**src/rtl/matmul_pkg.sv**
```systemverilog
// Shared types and defaults for the matmul core and its host-side controller.
package matmul_pkg;

   localparam int MM_DATA_WIDTH  = 32;
   localparam int MM_ADDR_WIDTH  = 6;
   localparam int MM_MATRIX_SIZE = 8;

   typedef enum logic [2:0] {
      LOAD_X,
      LOAD_Y,
      START,
      WAIT,
      RD,
      CAP,
      OUT
   } host_state_t;

   function automatic int elems(input int n);
      return n * n;
   endfunction

endpackage

```
**src/rtl/matmul_z_drain.sv**
```systemverilog
// Z memory to output stream reader: one RAM read, one capture, then a held
// valid/ready beat per element, with out_last on the final element.
module matmul_z_drain
   import matmul_pkg::*;
#(
   parameter int DATA_WIDTH  = MM_DATA_WIDTH,
   parameter int ADDR_WIDTH  = MM_ADDR_WIDTH,
   parameter int MATRIX_SIZE = MM_MATRIX_SIZE
) (
   input  logic                  clock,
   input  logic                  reset,
   input  host_state_t           state_i,
   output host_state_t           state_next_o,
   input  logic [DATA_WIDTH-1:0] z_dout_i,
   output logic [ADDR_WIDTH-1:0] z_addr_o,
   output logic [DATA_WIDTH-1:0] out_data_o,
   output logic                  out_valid_o,
   input  logic                  out_ready_i,
   output logic                  out_last_o,
   output logic                  job_done_o
);

   localparam int CW = ADDR_WIDTH + 1;
   localparam logic [CW-1:0] CNT_LAST = CW'(elems(MATRIX_SIZE) - 1);

   logic [CW-1:0]         cnt_q, cnt_d;
   logic [DATA_WIDTH-1:0] out_data_q, out_data_d;
   logic                  out_valid_q, out_valid_d;
   logic                  out_last_q, out_last_d;

   always_ff @(posedge clock) begin
      if (reset) begin
         cnt_q       <= '0;
         out_data_q  <= '0;
         out_valid_q <= 1'b0;
         out_last_q  <= 1'b0;
      end else begin
         cnt_q       <= cnt_d;
         out_data_q  <= out_data_d;
         out_valid_q <= out_valid_d;
         out_last_q  <= out_last_d;
      end
   end

   always_comb begin
      cnt_d        = cnt_q;
      out_data_d   = out_data_q;
      out_valid_d  = out_valid_q;
      out_last_d   = out_last_q;
      state_next_o = state_i;
      job_done_o   = 1'b0;
      case (state_i)
         RD: state_next_o = CAP;
         CAP: begin
            // z_dout reflects the address presented during RD
            out_data_d   = z_dout_i;
            out_valid_d  = 1'b1;
            out_last_d   = (cnt_q == CNT_LAST);
            state_next_o = OUT;
         end
         OUT: begin
            if (out_valid_q && out_ready_i) begin
               out_valid_d = 1'b0;
               out_last_d  = 1'b0;
               if (out_last_q) begin
                  job_done_o   = 1'b1;
                  cnt_d        = '0;
                  state_next_o = LOAD_X;
               end else begin
                  cnt_d        = cnt_q + CW'(1);
                  state_next_o = RD;
               end
            end
         end
         default: ;
      endcase
   end

   assign z_addr_o    = cnt_q[ADDR_WIDTH-1:0];
   assign out_data_o  = out_data_q;
   assign out_valid_o = out_valid_q;
   assign out_last_o  = out_last_q;

endmodule

```
**src/rtl/matmul_host_ctrl.sv**
```systemverilog
// Host-side sequencer for the matmul core: streams X then Y into their RAMs,
// kicks the core, waits for done and hands the Z readback to matmul_z_drain.
module matmul_host_ctrl
   import matmul_pkg::*;
#(
   parameter int DATA_WIDTH  = MM_DATA_WIDTH,
   parameter int ADDR_WIDTH  = MM_ADDR_WIDTH,
   parameter int MATRIX_SIZE = MM_MATRIX_SIZE
) (
   input  logic                  clock,
   input  logic                  reset,
   input  logic [DATA_WIDTH-1:0] in_data,
   input  logic                  in_valid,
   output logic                  in_ready,
   output logic [DATA_WIDTH-1:0] out_data,
   output logic                  out_valid,
   input  logic                  out_ready,
   output logic                  out_last,
   output logic [ADDR_WIDTH-1:0] x_addr,
   output logic [DATA_WIDTH-1:0] x_din,
   output logic                  x_wr_en,
   output logic [ADDR_WIDTH-1:0] y_addr,
   output logic [DATA_WIDTH-1:0] y_din,
   output logic                  y_wr_en,
   output logic [ADDR_WIDTH-1:0] z_addr,
   input  logic [DATA_WIDTH-1:0] z_dout,
   output logic                  mm_start,
   input  logic                  mm_done,
   output logic                  busy,
   output logic                  job_done
);

   localparam int CW = ADDR_WIDTH + 1;
   localparam logic [CW-1:0] CNT_LAST = CW'(elems(MATRIX_SIZE) - 1);

   host_state_t   state_q, state_d, drain_next;
   logic [CW-1:0] cnt_q, cnt_d;
   logic          guard_q, guard_d;
   logic          last_elem;

   assign last_elem = (cnt_q == CNT_LAST);

   always_ff @(posedge clock) begin
      if (reset) begin
         state_q <= LOAD_X;
         cnt_q   <= '0;
         guard_q <= 1'b0;
      end else begin
         state_q <= state_d;
         cnt_q   <= cnt_d;
         guard_q <= guard_d;
      end
   end

   always_comb begin
      state_d  = state_q;
      cnt_d    = cnt_q;
      guard_d  = guard_q;
      in_ready = 1'b0;
      x_addr   = '0;
      x_wr_en  = 1'b0;
      y_addr   = '0;
      y_wr_en  = 1'b0;
      mm_start = 1'b0;
      case (state_q)
         LOAD_X: begin
            in_ready = 1'b1;
            x_addr   = cnt_q[ADDR_WIDTH-1:0];
            x_wr_en  = in_valid;
            if (in_valid) begin
               if (last_elem) begin
                  cnt_d   = '0;
                  state_d = LOAD_Y;
               end else begin
                  cnt_d = cnt_q + CW'(1);
               end
            end
         end
         LOAD_Y: begin
            in_ready = 1'b1;
            y_addr   = cnt_q[ADDR_WIDTH-1:0];
            y_wr_en  = in_valid;
            if (in_valid) begin
               if (last_elem) begin
                  cnt_d   = '0;
                  state_d = START;
               end else begin
                  cnt_d = cnt_q + CW'(1);
               end
            end
         end
         START: begin
            mm_start = 1'b1;
            guard_d  = 1'b1;
            state_d  = WAIT;
         end
         WAIT: begin
            // The core only drops a done left over from the previous job one
            // cycle after seeing start, so the first WAIT cycle is blind.
            if (guard_q) begin
               guard_d = 1'b0;
            end else if (mm_done) begin
               state_d = RD;
            end
         end
         RD, CAP, OUT: state_d = drain_next;
         default: state_d = LOAD_X;
      endcase
   end

   assign x_din = in_data;
   assign y_din = in_data;
   assign busy  = (state_q != LOAD_X);

   matmul_z_drain #(
      .DATA_WIDTH (DATA_WIDTH),
      .ADDR_WIDTH (ADDR_WIDTH),
      .MATRIX_SIZE(MATRIX_SIZE)
   ) u_drain (
      .clock       (clock),
      .reset       (reset),
      .state_i     (state_q),
      .state_next_o(drain_next),
      .z_dout_i    (z_dout),
      .z_addr_o    (z_addr),
      .out_data_o  (out_data),
      .out_valid_o (out_valid),
      .out_ready_i (out_ready),
      .out_last_o  (out_last),
      .job_done_o  (job_done)
   );

endmodule
```
**config.mk**
```make
export PLATFORM = sky130hd
export DESIGN_NAME = matmul_host_ctrl
export DESIGN_NICKNAME = d
export VERILOG_FILES = /design/src/rtl/matmul_pkg.sv /design/src/rtl/matmul_z_drain.sv /design/src/rtl/matmul_host_ctrl.sv
export SDC_FILE = /design/constraint.sdc
export NUM_CORES = 1
export LEC_CHECK = 0
export BUFFER_PORTS_ARGS = -buffer_cell sky130_fd_sc_hd__buf_2
export CAP_MARGIN = 0
export CORE_MARGIN = 10
export CORE_UTILIZATION = 35
export CTS_BUF_LIST = sky130_fd_sc_hd__clkbuf_16
export DETAILED_ROUTE_END_ITERATION = 7
export PLACE_DENSITY = 0.75
export SYNTH_ARGS = -nofsm -noshare
export SYNTH_HDL_FRONTEND = slang
export SYNTH_SLANG_ARGS = --single-unit
```
**constraint.sdc**
```tcl
create_clock -name clock -period 1.8 [get_ports clock]
set_input_delay 0.18 -clock clock [delete_from_list [all_inputs] [get_ports clock]]
set_output_delay 0.18 -clock clock [all_outputs]
set_load 0.02 [all_outputs]
```
# After elaboration in Yosys (flattened, before gate mapping)
# Index checks and enable logic that the tools add are counted.
[op_classes] addsub=2 n_eq_ne=17 mux=25 reduce_logical=11
[ops] operator="3-bit two-way mux" count=8
[ops] operator="3-bit case mux with 5 select lines" count=1
[ops] operator="7-bit by 1-bit adder with 7-bit output (second input constant)" count=2
[ops] operator="7-bit by 6-bit equality test with 1-bit output (second input constant)" count=2
[ops] operator="7-bit two-way mux" count=2
[ops] operator="6-bit two-way mux" count=2
[ops] operator="2-bit != test (second input constant)" count=6
[ops] operator="3-bit equality test (second input constant)" count=3
[ops] operator="3-bit case mux with 3 select lines" count=1
[ops] operator="1-bit two-way mux" count=8
[ops] operator="8-bit AND reduction" count=1
[ops] operator="3-bit by 2-bit equality test with 1-bit output (second input constant)" count=2
[ops] operator="1-bit case mux with 2 select lines" count=3
[ops] operator="2-bit AND reduction" count=3
[ops] operator="4-bit by 1-bit != test with 1-bit output (second input constant)" count=1
[ops] operator="2-bit nonzero test" count=2
[ops] operator="3-bit by 1-bit equality test with 1-bit output (second input constant)" count=1
[ops] operator="3-bit logical NOT" count=1
[ops] operator="3-bit by 2-bit != test with 1-bit output (second input constant)" count=1
[ops] operator="3-bit nonzero test" count=1
[ops] operator="3-bit OR reduction" count=1
[ops] operator="2-bit by 1-bit != test with 1-bit output (second input constant)" count=1
[ops] operator="2-bit OR reduction" count=1
[ops] operator="1-bit logical AND" count=1
[word_totals] register_bits=52 in_bits=69 out_inout_bits=122 word_cells=62

# Logic depth before layout (Yosys ltp)
# Gate-level depths: netlist (run 1).
[logic_depth] ltp_word=4 depth_mapped=7 mapped_depth_nobuf=5

# Cells and area by module
# A second synthesis (run 1) with hierarchy kept.
[unflattened] hier_cells=356 area_unflattened_um2=2849.0
[modules_own_cells] module="matmul_z_drain" n_inst=1 cells_each=215 area_per_inst_um2=1707.9 seq_area_each_um2=820.8
[modules_own_cells] module="matmul_host_ctrl" n_inst=1 cells_each=141 area_per_inst_um2=1141.1 seq_area_each_um2=220.2

# Worst setup path after synthesis (run 1)
# OpenSTA, ideal clock, no wires.
[synth_path] path_type="register to register" startpoint="reg cnt_q[0]" endpoint="reg state_q[0]" setup_time_ns=0.072 arrival_time_ns=1.489 t_required_ns=1.728 setup_slack_ns=0.240 path_stages_with_launch=6 n_path_buf=0 synth_period_minus_slack_ns=1.560 path_cell_list="dfxtp_1 -> ha_1 -> nand4_1 -> o31a_1 -> a311oi_2 -> mux2i_1"
[synth_between] elab_chain_cells=3 word_cells_on_any_way=4 classes_between="eq/ne (3); reduce/logical (1)"
[synth_rtl] item="start: declaration" line_no="matmul_host_ctrl.sv:37" source="logic [CW-1:0] cnt_q, cnt_d;"
[synth_rtl] item="start signal: assignment" line_no="matmul_host_ctrl.sv:50" source="cnt_q <= cnt_d;"
[synth_rtl] item="7-bit by 6-bit equality test with 1-bit output (*)" line_no="matmul_host_ctrl.sv:41" source="assign last_elem = (cnt_q == CNT_LAST);"
[synth_rtl] item="2-bit != test (no source line)"
[synth_rtl] item="8-bit AND reduction (no source line) (*)"
[synth_rtl] item="end signal: assignment" line_no="matmul_host_ctrl.sv:49" source="state_q <= state_d;"
[synth_rtl] item="end: declaration" line_no="matmul_host_ctrl.sv:36" source="host_state_t state_q, state_d, drain_next;"
# Mark *: on every way between the ends. The rest lies on a longest branch, timed or not.
# A chain may end at the register's enable or synchronous reset.

# Worst setup path in the final report (run 1)
# Ends and elaborated chain as after synthesis.

==> results.toml, run 1 <==
[status]
status = "complete, no violations"

[worst_setup_path]
crit_path_max_incr_delay_ns = 0.43
cp_cell_sequence = "ha_2 > nand4_1 > o31a_1 > a311oi_2 > mux2i_1"
crit_fanout = 7
crit_required_ns = 2.02
start_kind = "flop"
critPathArrivalTime_ns = 1.92
crit_type = "reg -> reg"
cp_slowest_cell = "dfxtp_1"
worst_setup_path_end_kind = "flop"
cp.buffers_inverters = 0
cp_top_family = "compound AO/OA/AOI/OAI gates"

[clock_network]
cts_sinks = 52
root_buffer = "clkbuf_16"
clkTransAtPathRegs_ns = 0.07
htreeDepth = 2
clock_latency_ns = 0.29
cts_tree = "yes"
clock_path_buffers = 2
cts_setup_buffers = 0
numCtsBuffers = 5

[power_and_ir_drop]
power_w = 0.00234
vdd_drop_max_mv = 0.478
power_density_nw_per_um2 = 798
p_leak_nw = 1.35

[floorplan]
start_util = 0.365
io_pins = 191
die_x_um = 108
dieArea_um2 = 11600
dieHeight_um = 108
num_rows = 31
core_area_um2 = 7370

[synth]
syn_inst = 341
ys_async_sr_fraction = 0
synth_cell_type_count = 36
synth_area_um2 = 2690
ys_seq_elements = 52
synth_nets = 412
synthFlopType = "dfxtp_1"
avgSynthCellArea_um2 = 7.88
synth_edf_count = 0
yosysWarnings = 0
yosys.area.top_type_share = 0.387
synthTopCellsByArea = "dfxtp_1 39%, buf_4 20%, nand2_1 10%, a21oi_1 7.6%, nor2_1 2.2%"
yosys.area.top_type = "dfxtp_1"
ys_seq_area_frac = 0.387

[timing]
tightest_slew_ns = 0.403
rsz0062_at_grt = "no"
period_needed_ns = 1.70
finalHoldViolations = 0
post-route-period-util = 0.943
fin_setup_tns_ns = 0
maxSlewHeadroom = 0.731
slew_viol_final = 0
max_freq_mhz = 589
finalSetupViolations = 0
clock_skew_ns = 0.00578

[finish]
layout-drive-gt1-share = 0.330
antenna_cells = 0
nNetsFinal = 437
area_growth_pct = 9.40
final_area_um2 = 2940

[global_route]
first_global_vias = 2113
grt_pass1_wl_um = 10300
grt_max_degree = 26
overflow = 0
antenna_found_initial = 0
grt_use_total = 0.107

[detailed_routing]
wirelength_um = 6360
ant_nets = 0
m1WireLength_um = 2550
routedWlPerCell_um = 13.6
vias_per_cell = 4.60
vias = 2142
drtIter0Drc = 65
drc = 0
route.met2.wl_um = 3070
top_layer_used = "met4"
dr.pass1.iters = 4
wl_met3_um = 696

[placement]
place.gp.congestion = 0.820
numPortBuffers = 94
hpwl_um = 4860
placed_area_um2 = 2760

[run]
cap_violations = 0

[min_path]
hp-class = "in -> reg"
[cell usage in the layout (no fill, tap or decap)]
cell and n:
clkbuf_16 5, a21o_1 2, xor2_1 3, nor4_1 1, a22oi_1 1, nand3b_4 1, o311a_1 1, or3_1 3
or3b_1 1, inv_6 1, bufinv_16 1, o31a_1 1, nand2_1 75, nor3_1 5, nand4_1 3, dfxtp_2 3
nor3b_1 1, and3_1 8, a21oi_1 41, o21ai_0 2, ha_1 1, a311oi_2 1, mux2i_1 1, a211o_1 1
inv_1 4, a22o_1 1, and2_1 8, xnor2_1 6, nor2_1 16, ha_2 1, or2_4 1, buf_2 94
nor3_2 1, dfxtp_1 49, clkinvlp_4 1, nor2b_1 1, a211oi_1 1, nand2b_1 2, buf_4 11, nand3_1 7
[routing by layer]
layer / vias to the layer above / track usage
li1: 1093 / -
met1: 972 / 0.119
met2: 65 / 0.174
met3: 12 / 0.0599
met4: 0 / 0.0258
met5: - / 0
[cells by family (layout without fill, tap and decap cells)]
logic type | Yosys count | in the layout | synth area share
AOI/OAI and AO/OA | 52 | 52 | 0.110
xor gates and xnor gates | 9 | 9 | 0.0293
adders and majority gates | 2 | 2 | 0.00931
buffers and inverters | 91 | 117 | 0.230
DFF | 52 | 52 | 0.387
muxes | 1 | 1 | 0.00372
and+or+nand+nor | 134 | 134 | 0.230
[worst reg2reg max path, delay by kind of cell, from the launching register on]
| family | cells | cell delay (ns) |
|---|---|---|
| simple gates | 1 | 0.12 |
| compound gates | 2 | 0.62 |
| mux | 1 | 0.21 |
| flops | 1 | 0.43 |
| fa+ha+maj | 1 | 0.25 |
[final cells by class]
cell class	count	area [um^2]
Clock buffer	5	125
Clock inverter	3	46.3
Fill cell	770	4430
Inverter	4	15.0
Multi-Input combinational cell	198	1030
Sequential cell	52	1040
Tap cell	99	124
Timing Repair Buffer	105	553
[what timing repair did]
item                                    4_1_cts  5_1_grt
endpoints found under the setup margin        0        4
resized for setup                             0        4
hold endpoints to repair                      0        0
hold buffers                                  0        0
[through the flow]
| stage | hold WS (ns) | worst slack [ns] | instances | utilization |
|---|---|---|---|---|
| 2_1_floorplan | 0.316 | 0.240 | 341 | - |
| 3_3_place_gp | 0.360 | 0.171 | 458 | 0.375 |
| 3_5_place_dp | 0.360 | 0.0443 | 458 | 0.375 |
| 4_1_cts | 0.111 | 0.0270 | 466 | 0.398 |
| 5_1_grt | 0.114 | 0.000199 | 466 | 0.399 |
| 6_report | 0.123 | 0.102 | 466 | 0.399 |
[power by group]
part	switching (W)	total [W]	internal [W]	leakage (nW)
logic	0.0000496	0.0000939	0.0000443	0.848
clock network	0.000432	0.00109	0.000661	0.0804
registers	0.00000521	0.00116	0.00115	0.420
total	0.000486	0.00234	0.00186	1.35
[synthesized netlist by cell type (all sizes together) (2+ instances only)]
cell type / count
a21oi: 41
nand2b: 2
a21o: 2
o21ai: 2
inv: 4
dfxtp: 52
nor2: 16
buf: 75
xnor2: 6
nand2: 75
nor3: 6
xor2: 3
and2: 8
clkbuf: 12
nand4: 3
and3: 8
nand3: 7
or3: 3
ha: 2
[final timing paths]
check,from,to,slack [ns],cells past startpoint
hold reg to reg,u_drain.out_data_o[31]$_SDFFE_PP0P_,u_drain.out_data_o[31]$_SDFFE_PP0P_,0.45,2
setup / recovery,cnt_q[0]$_SDFFE_PP0P_,state_q[0]$_SDFFE_PP0P_,0.10,5
setup reg to reg,cnt_q[0]$_SDFFE_PP0P_,state_q[0]$_SDFFE_PP0P_,0.10,5
hold / removal,z_dout[13],u_drain.out_data_o[13]$_SDFFE_PP0P_,0.12,3
[registers in the layout, summed over array words and instances, names as in the netlist]
| signal | cells |
|---|---|
| u_drain.out_data_o | 32 |
| cnt_q | 7 |
| u_drain.cnt_q | 7 |
| state_q | 3 |
| guard_q | 1 |
| u_drain.out_last_o | 1 |
| u_drain.out_valid_o | 1 |
No activity file was read; power rests on OpenSTA's default activity.
==> run 2: changes to the inputs <==
--- a/config.mk
+++ b/config.mk
@@ -7,11 +7,14 @@
 export LEC_CHECK = 0
 export BUFFER_PORTS_ARGS = -buffer_cell sky130_fd_sc_hd__buf_2
 export CAP_MARGIN = 0
+export CELL_PAD_IN_SITES_DETAIL_PLACEMENT = 1
+export CELL_PAD_IN_SITES_GLOBAL_PLACEMENT = 1
 export CORE_MARGIN = 10
-export CORE_UTILIZATION = 35
+export CORE_UTILIZATION = 27
 export CTS_BUF_LIST = sky130_fd_sc_hd__clkbuf_16
+export CTS_CLUSTER_DIAMETER = 120
 export DETAILED_ROUTE_END_ITERATION = 7
-export PLACE_DENSITY = 0.75
+export PLACE_DENSITY = 0.84
 export SYNTH_ARGS = -nofsm -noshare
 export SYNTH_HDL_FRONTEND = slang
 export SYNTH_SLANG_ARGS = --single-unit
==> results.toml, run 2 (synthesis results as in run 1) <==
[status]
status = "complete, no violations"

[global_route]
grt_pass1_wl_um = 12300
grt_util_met1 = 0.0996
globalRouteMet3Util = 0.0338
busiest_layer = "met2"
grt_max_degree = 32
grt_use_total = 0.102
first_global_vias = 2479
grtUsageMet2 = 0.192
overflow = 0
antenna_found_initial = 0

[worst_setup_path]
start_kind = "flop"
r2r_slack_ns = 0.19
cp_top_family = "simple AND/OR/NAND/NOR gates"
rr_startpoint = "cnt_q[0]$_SDFFE_PP0P_"
startpoint = "state_q[2]$_SDFFE_PP0P_"
cp.buffers_inverters = 1
critPathArrivalTime_ns = 1.50
cp_slowest_cell = "or3b_1"
crit_path_end = "x_wr_en"
r2r_end = "state_q[0]$_SDFFE_PP0P_"
worst_setup_path_end_kind = "output pin"
cp.depth = 3
crit_type = "reg -> out"
crit_required_ns = 1.62
cp_cell_sequence = "or3b_1 > nor2_1 > buf_2"
crit_path_max_incr_delay_ns = 0.51
crit_fanout = 6
r2r_cells = 5

[timing]
fin_setup_tns_ns = 0
tightest_slew_ns = 0.434
clock_skew_ns = 0.00748
fin_hold_ws_ns = 0.125
finalSetupViolations = 0
finalHoldViolations = 0
slew_viol_final = 0
period_needed_ns = 1.68
post-route-period-util = 0.931
max_freq_mhz = 597
maxSlewHeadroom = 0.710
rsz0062_at_grt = "no"

[floorplan]
dieArea_um2 = 14300
dieHeight_um = 120
start_util = 0.276
num_rows = 36
die_x_um = 120
core_area_um2 = 9730
io_pins = 191

[finish]
final_area_um2 = 3000
layout-drive-gt1-share = 0.326
antenna_cells = 0
area_growth_pct = 11.6
fin_cells = 501
largest_reg_flops = 32
mostFrequentLayoutCell = "buf_2"
nNetsFinal = 438
layout_common_cells = "94 x buf_2, 75 x nand2_1, 50 x dfxtp_1, 41 x a21oi_1, 16 x nor2_1"

[detailed_routing]
vias_per_cell = 4.43
drtIter0Drc = 52
wirelength_um = 7560
drc = 0
routedWlPerCell_um = 15.1
ant_nets = 0
dr.pass1.iters = 4
vias = 2218

[clock_network]
clkTransAtPathRegs_ns = 0.07
root_buffer = "clkbuf_16"
clock_path_buffers = 2
htreeDepth = 2
clock_latency_ns = 0.29
numCtsBuffers = 5
cts_tree = "yes"
cts_sinks = 52
cts_hold_buf = 0

[power_and_ir_drop]
power_w = 0.00237
p_leak_nw = 1.36
vdd_drop_max_mv = 0.382
power_density_nw_per_um2 = 790

[placement]
place.gp.congestion = 0.838
hpwl_um = 5940
dp.cells = 493
placed_area_um2 = 2830
numPortBuffers = 94

[min_path]
hp-class = "in -> reg"

[run]
cap_violations = 0
==> run 2: cell types whose count changed in the layout (fill, tap and decap cells not counted), sizes merged <==
cell  previous run  this run
buf            105       106
==> run 2: stage by stage <==
step / utilization / setup slack, ns
after global routing: 0.308 / 0.0225
after global placement: 0.290 / 0.139
after detailed placement: 0.290 / 0.108
after CTS: 0.308 / 0.0289
after floorplan: - / 0.240
final: 0.308 / 0.125
==> run 2: final cells by class <==
cell class	instances	area, um^2
well taps	133	166
multi-input cells	198	1030
inverters	4	15.0
flip-flops and latches	52	1040
fillers	1223	6730
clock inverters	3	46.3
clock buffers	5	125
repair buffers	106	573
==> run 2: worst min-delay path by stage <==
stage / from / end / slack, ns / depth (start not counted)
final: z_dout[25] / u_drain.out_data_o[25]$_SDFFE_PP0P_ / 0.12 / 3
after global routing: z_dout[20] / u_drain.out_data_o[20]$_SDFFE_PP0P_ / 0.12 / 3
after CTS: z_dout[23] / u_drain.out_data_o[23]$_SDFFE_PP0P_ / 0.12 / 3
after detailed placement: in_data[10] / x_din[10] / 0.36 / 0
after global placement: in_data[10] / x_din[10] / 0.36 / 0
after floorplan: z_dout[0] / u_drain.out_data_o[0]$_SDFFE_PP0P_ / 0.32 / 2
==> run 2: repair_timing <==
item | CTS | global route
buffers inserted | 0 | 0
setup endpoints to repair | 0 | 4
resized for setup | 0 | 2
hold endpoints to repair | 0 | 0
==> run 2: worst reg2reg max path: cells and delay by family (launching register included) <==
kind                     cells  cell delay (ns)
AO/OA/AOI/OAI                2             0.61
flip-flops                   1             0.38
adder cells (fa/ha/maj)      1             0.23
multiplexers                 1             0.21
AND/OR/NAND/NOR              1             0.11
==> run 2: routing by layer <==
metal	wire length [um]	vias to the layer above
met4	123	0
met2	4030	60
li1	-	1092
met3	517	15
met1	2890	1051
met5	0	-
==> run 2: power by group <==
| part | internal [W] | switching (W) | leakage (nW) |
|---|---|---|---|
| sequential | 0.00115 | 0.00000357 | 0.420 |
| combinational | 0.0000489 | 0.0000563 | 0.860 |
| clock | 0.000662 | 0.000445 | 0.0804 |
==> run 3: changes to the inputs <==
--- a/config.mk
+++ b/config.mk
@@ -10,11 +10,12 @@
 export CELL_PAD_IN_SITES_DETAIL_PLACEMENT = 1
 export CELL_PAD_IN_SITES_GLOBAL_PLACEMENT = 1
 export CORE_MARGIN = 10
-export CORE_UTILIZATION = 27
+export CORE_UTILIZATION = 28
 export CTS_BUF_LIST = sky130_fd_sc_hd__clkbuf_16
 export CTS_CLUSTER_DIAMETER = 120
 export DETAILED_ROUTE_END_ITERATION = 7
-export PLACE_DENSITY = 0.84
+export PLACE_DENSITY = 0.85
 export SYNTH_ARGS = -nofsm -noshare
 export SYNTH_HDL_FRONTEND = slang
+export SYNTH_HIERARCHICAL = 1
 export SYNTH_SLANG_ARGS = --single-unit
==> results.toml, run 3 <==
[status]
status = "complete, no violations"

[timing]
finalSetupViolations = 0
slew_viol_final = 0
period_needed_ns = 1.70
max_freq_mhz = 589
tightest_slew_ns = 0.609
maxSlewHeadroom = 0.594
post-route-period-util = 0.943
finalHoldViolations = 0
fin_setup_tns_ns = 0
rsz0062_at_grt = "no"
clock_skew_ns = 0.00585

[clock_network]
cts_sinks = 52
clock_path_buffers = 2
cts_tree = "yes"
clkTransAtPathRegs_ns = 0.07
cts_setup_buffers = 0
htreeDepth = 2
numCtsBuffers = 5
root_buffer = "clkbuf_16"
clock_latency_ns = 0.29

[synth]
ys_seq_elements = 52
synth_commonest_cells = "71 x buf_4, 69 x nand2_1, 52 x dfxtp_1"
synthMostInstantiatedCell = "buf_4"
yosys.area.top_type = "dfxtp_1"
synthTopCellsByArea = "dfxtp_1 37%, buf_4 19%, nand2_1 9.1%, a21oi_1 6.7%, and3_1 2.4%"
synth_nets = 427
synth_edf_count = 0
avgSynthCellArea_um2 = 8.00
syn_inst = 356
yosys.area.top_type_share = 0.365
synth_cell_type_count = 44
ys_seq_area_frac = 0.365
synthFlopType = "dfxtp_1"
synth_area_um2 = 2850
ys_async_sr_fraction = 0
yosysWarnings = 6

[detailed_routing]
drc = 0
vias = 2380
ant_nets = 0
drtIter0Drc = 89
routedWlPerCell_um = 15.2
vias_per_cell = 4.68
wirelength_um = 7750
dr.pass1.iters = 4

[worst_setup_path]
critPathArrivalTime_ns = 1.52
r2r_end = "state_q[0]$_SDFFE_PP0P_"
r2r_slack_ns = 0.21
r2r_cells = 5
crit_type = "reg -> out"
cp_cell_sequence = "buf_4 > nor3b_4 > nor2b_1 > buf_2"
cp_slowest_cell = "nor3b_4"
crit_required_ns = 1.62
crit_fanout = 14
crit_path_max_incr_delay_ns = 0.37
start_kind = "flop"
rr_startpoint = "cnt_q[0]$_SDFFE_PP0P_"
worst_setup_path_end_kind = "output pin"

[finish]
mostFrequentLayoutCell = "buf_2"
post-route-util = 0.312
regArea_um2 = 1040
layout-drive-gt1-share = 0.298
antenna_cells = 0
fin_cells = 509
largest_reg_flops = 32
multi_input_area_um2 = 1170
layout_common_cells = "94 x buf_2, 69 x nand2_1, 52 x dfxtp_1, 38 x a21oi_1, 11 x and3_1"
area_growth_pct = 7.99
nNetsFinal = 447
nFillCells = 1214

[placement]
place.gp.congestion = 0.791
hpwl_um = 5850
dp.cells = 502
numPortBuffers = 94

[power_and_ir_drop]
power_density_nw_per_um2 = 729
p_leak_nw = 1.33
vdd_drop_max_mv = 0.372
power_w = 0.00224

[run]
cap_violations = 0

[floorplan]
dieHeight_um = 121
start_util = 0.289
dieArea_um2 = 14600
io_pins = 191
die_x_um = 121
num_rows = 36
core_area_um2 = 9860

[global_route]
antenna_found_initial = 0
overflow = 0
first_global_vias = 2535
grt_use_total = 0.104
grt_max_degree = 35
grt_pass1_wl_um = 12700

[min_path]
whs_path_depth = 3
hp-class = "in -> reg"
min_to = "u_drain/out_data_o[25]$_SDFFE_PP0P_"
hp-start = "z_dout[25]"
run 3: cell types whose count changed after synthesis, sizes merged, moves of 4 or more:
cell,change
o21ai,+8
nand2,-6
a31oi,+5
nor2,-5
nor3,-5
o211ai,+4
run 3: final cells by class:
| type | count | area share |
|---|---|---|
| well taps | 133 | 0.0541 |
| flip-flops and latches | 52 | 0.338 |
| clock inverters | 2 | 0.00244 |
| repair buffers | 102 | 0.176 |
| clock buffers | 5 | 0.0407 |
| inverters | 5 | 0.00610 |
| multi-input cells | 210 | 0.382 |
run 3: timing repair:
item,4_1_cts,5_1_grt
endpoints found under the hold margin,0,0
setup endpoints to repair,0,1
resized for setup,0,1
hold buffers,0,0
run 3: cells by family (layout without fill, tap and decap cells):
logic type / Yosys count / count (layout) / share of synthesized area
flip-flops: 52 / 52 / 0.365
buffers and inverters: 94 / 114 / 0.223
AO/OA/AOI/OAI: 70 / 70 / 0.146
AND/OR/NAND/NOR: 132 / 132 / 0.238
multiplexers: 1 / 1 / 0.00351
adder cells (fa/ha/maj): 2 / 2 / 0.00878
XOR/XNOR: 5 / 5 / 0.0154
run 3: how the worst max path moves through the flow:
stage / startpoint / depth (start not counted) / endpoint / slack [ns]
2_1_floorplan: state_q[0]$_SDFFE_PP0P_ / 3 / u_drain/out_last_o$_SDFFE_PP0P_ / 0.38
3_3_place_gp: cnt_q[0]$_SDFFE_PP0P_ / 5 / state_q[0]$_SDFFE_PP0P_ / 0.27
3_5_place_dp: cnt_q[0]$_SDFFE_PP0P_ / 5 / state_q[0]$_SDFFE_PP0P_ / 0.22
4_1_cts: state_q[1]$_SDFFE_PP0P_ / 4 / job_done / 0.01
5_1_grt: state_q[0]$_SDFFE_PP0P_ / 5 / x_addr[5] / 0.01
6_report: state_q[2]$_SDFFE_PP0P_ / 4 / x_wr_en / 0.10
run 3: worst max-delay path, delay by kind of cell, from the launching register on:
family	cells	cell delay [ns]
buf+inv	2	0.36
flops	1	0.32
simple gates	2	0.54
run 3: layer usage:
metal  vias to the layer above  GRT usage  share of wire
met1                      1124      0.110           0.40
met5                         -          0              0
met3                        14     0.0386          0.075
met4                         0     0.0400          0.014
li1                       1169          -              -
met2                        73      0.185           0.52
run 3: report_power, final:
| group | internal (W) | switching [W] | total (W) |
|---|---|---|---|
| clock | 0.000499 | 0.000405 | 0.000904 |
| combinational | 0.0000687 | 0.0000817 | 0.000150 |
| sequential | 0.00117 | 0.0000226 | 0.00119 |
| total | 0.00173 | 0.000509 | 0.00224 |
run 3: per-stage QoR:
stage	worst slack (ns)	area [um^2]	hold slack, ns
floorplan	0.384	2850	0.316
global placement	0.273	2940	0.360
detailed placement	0.218	2940	0.360
CTS	0.0138	3070	0.117
global route	0.0138	3080	0.123
finish	0.103	3080	0.128
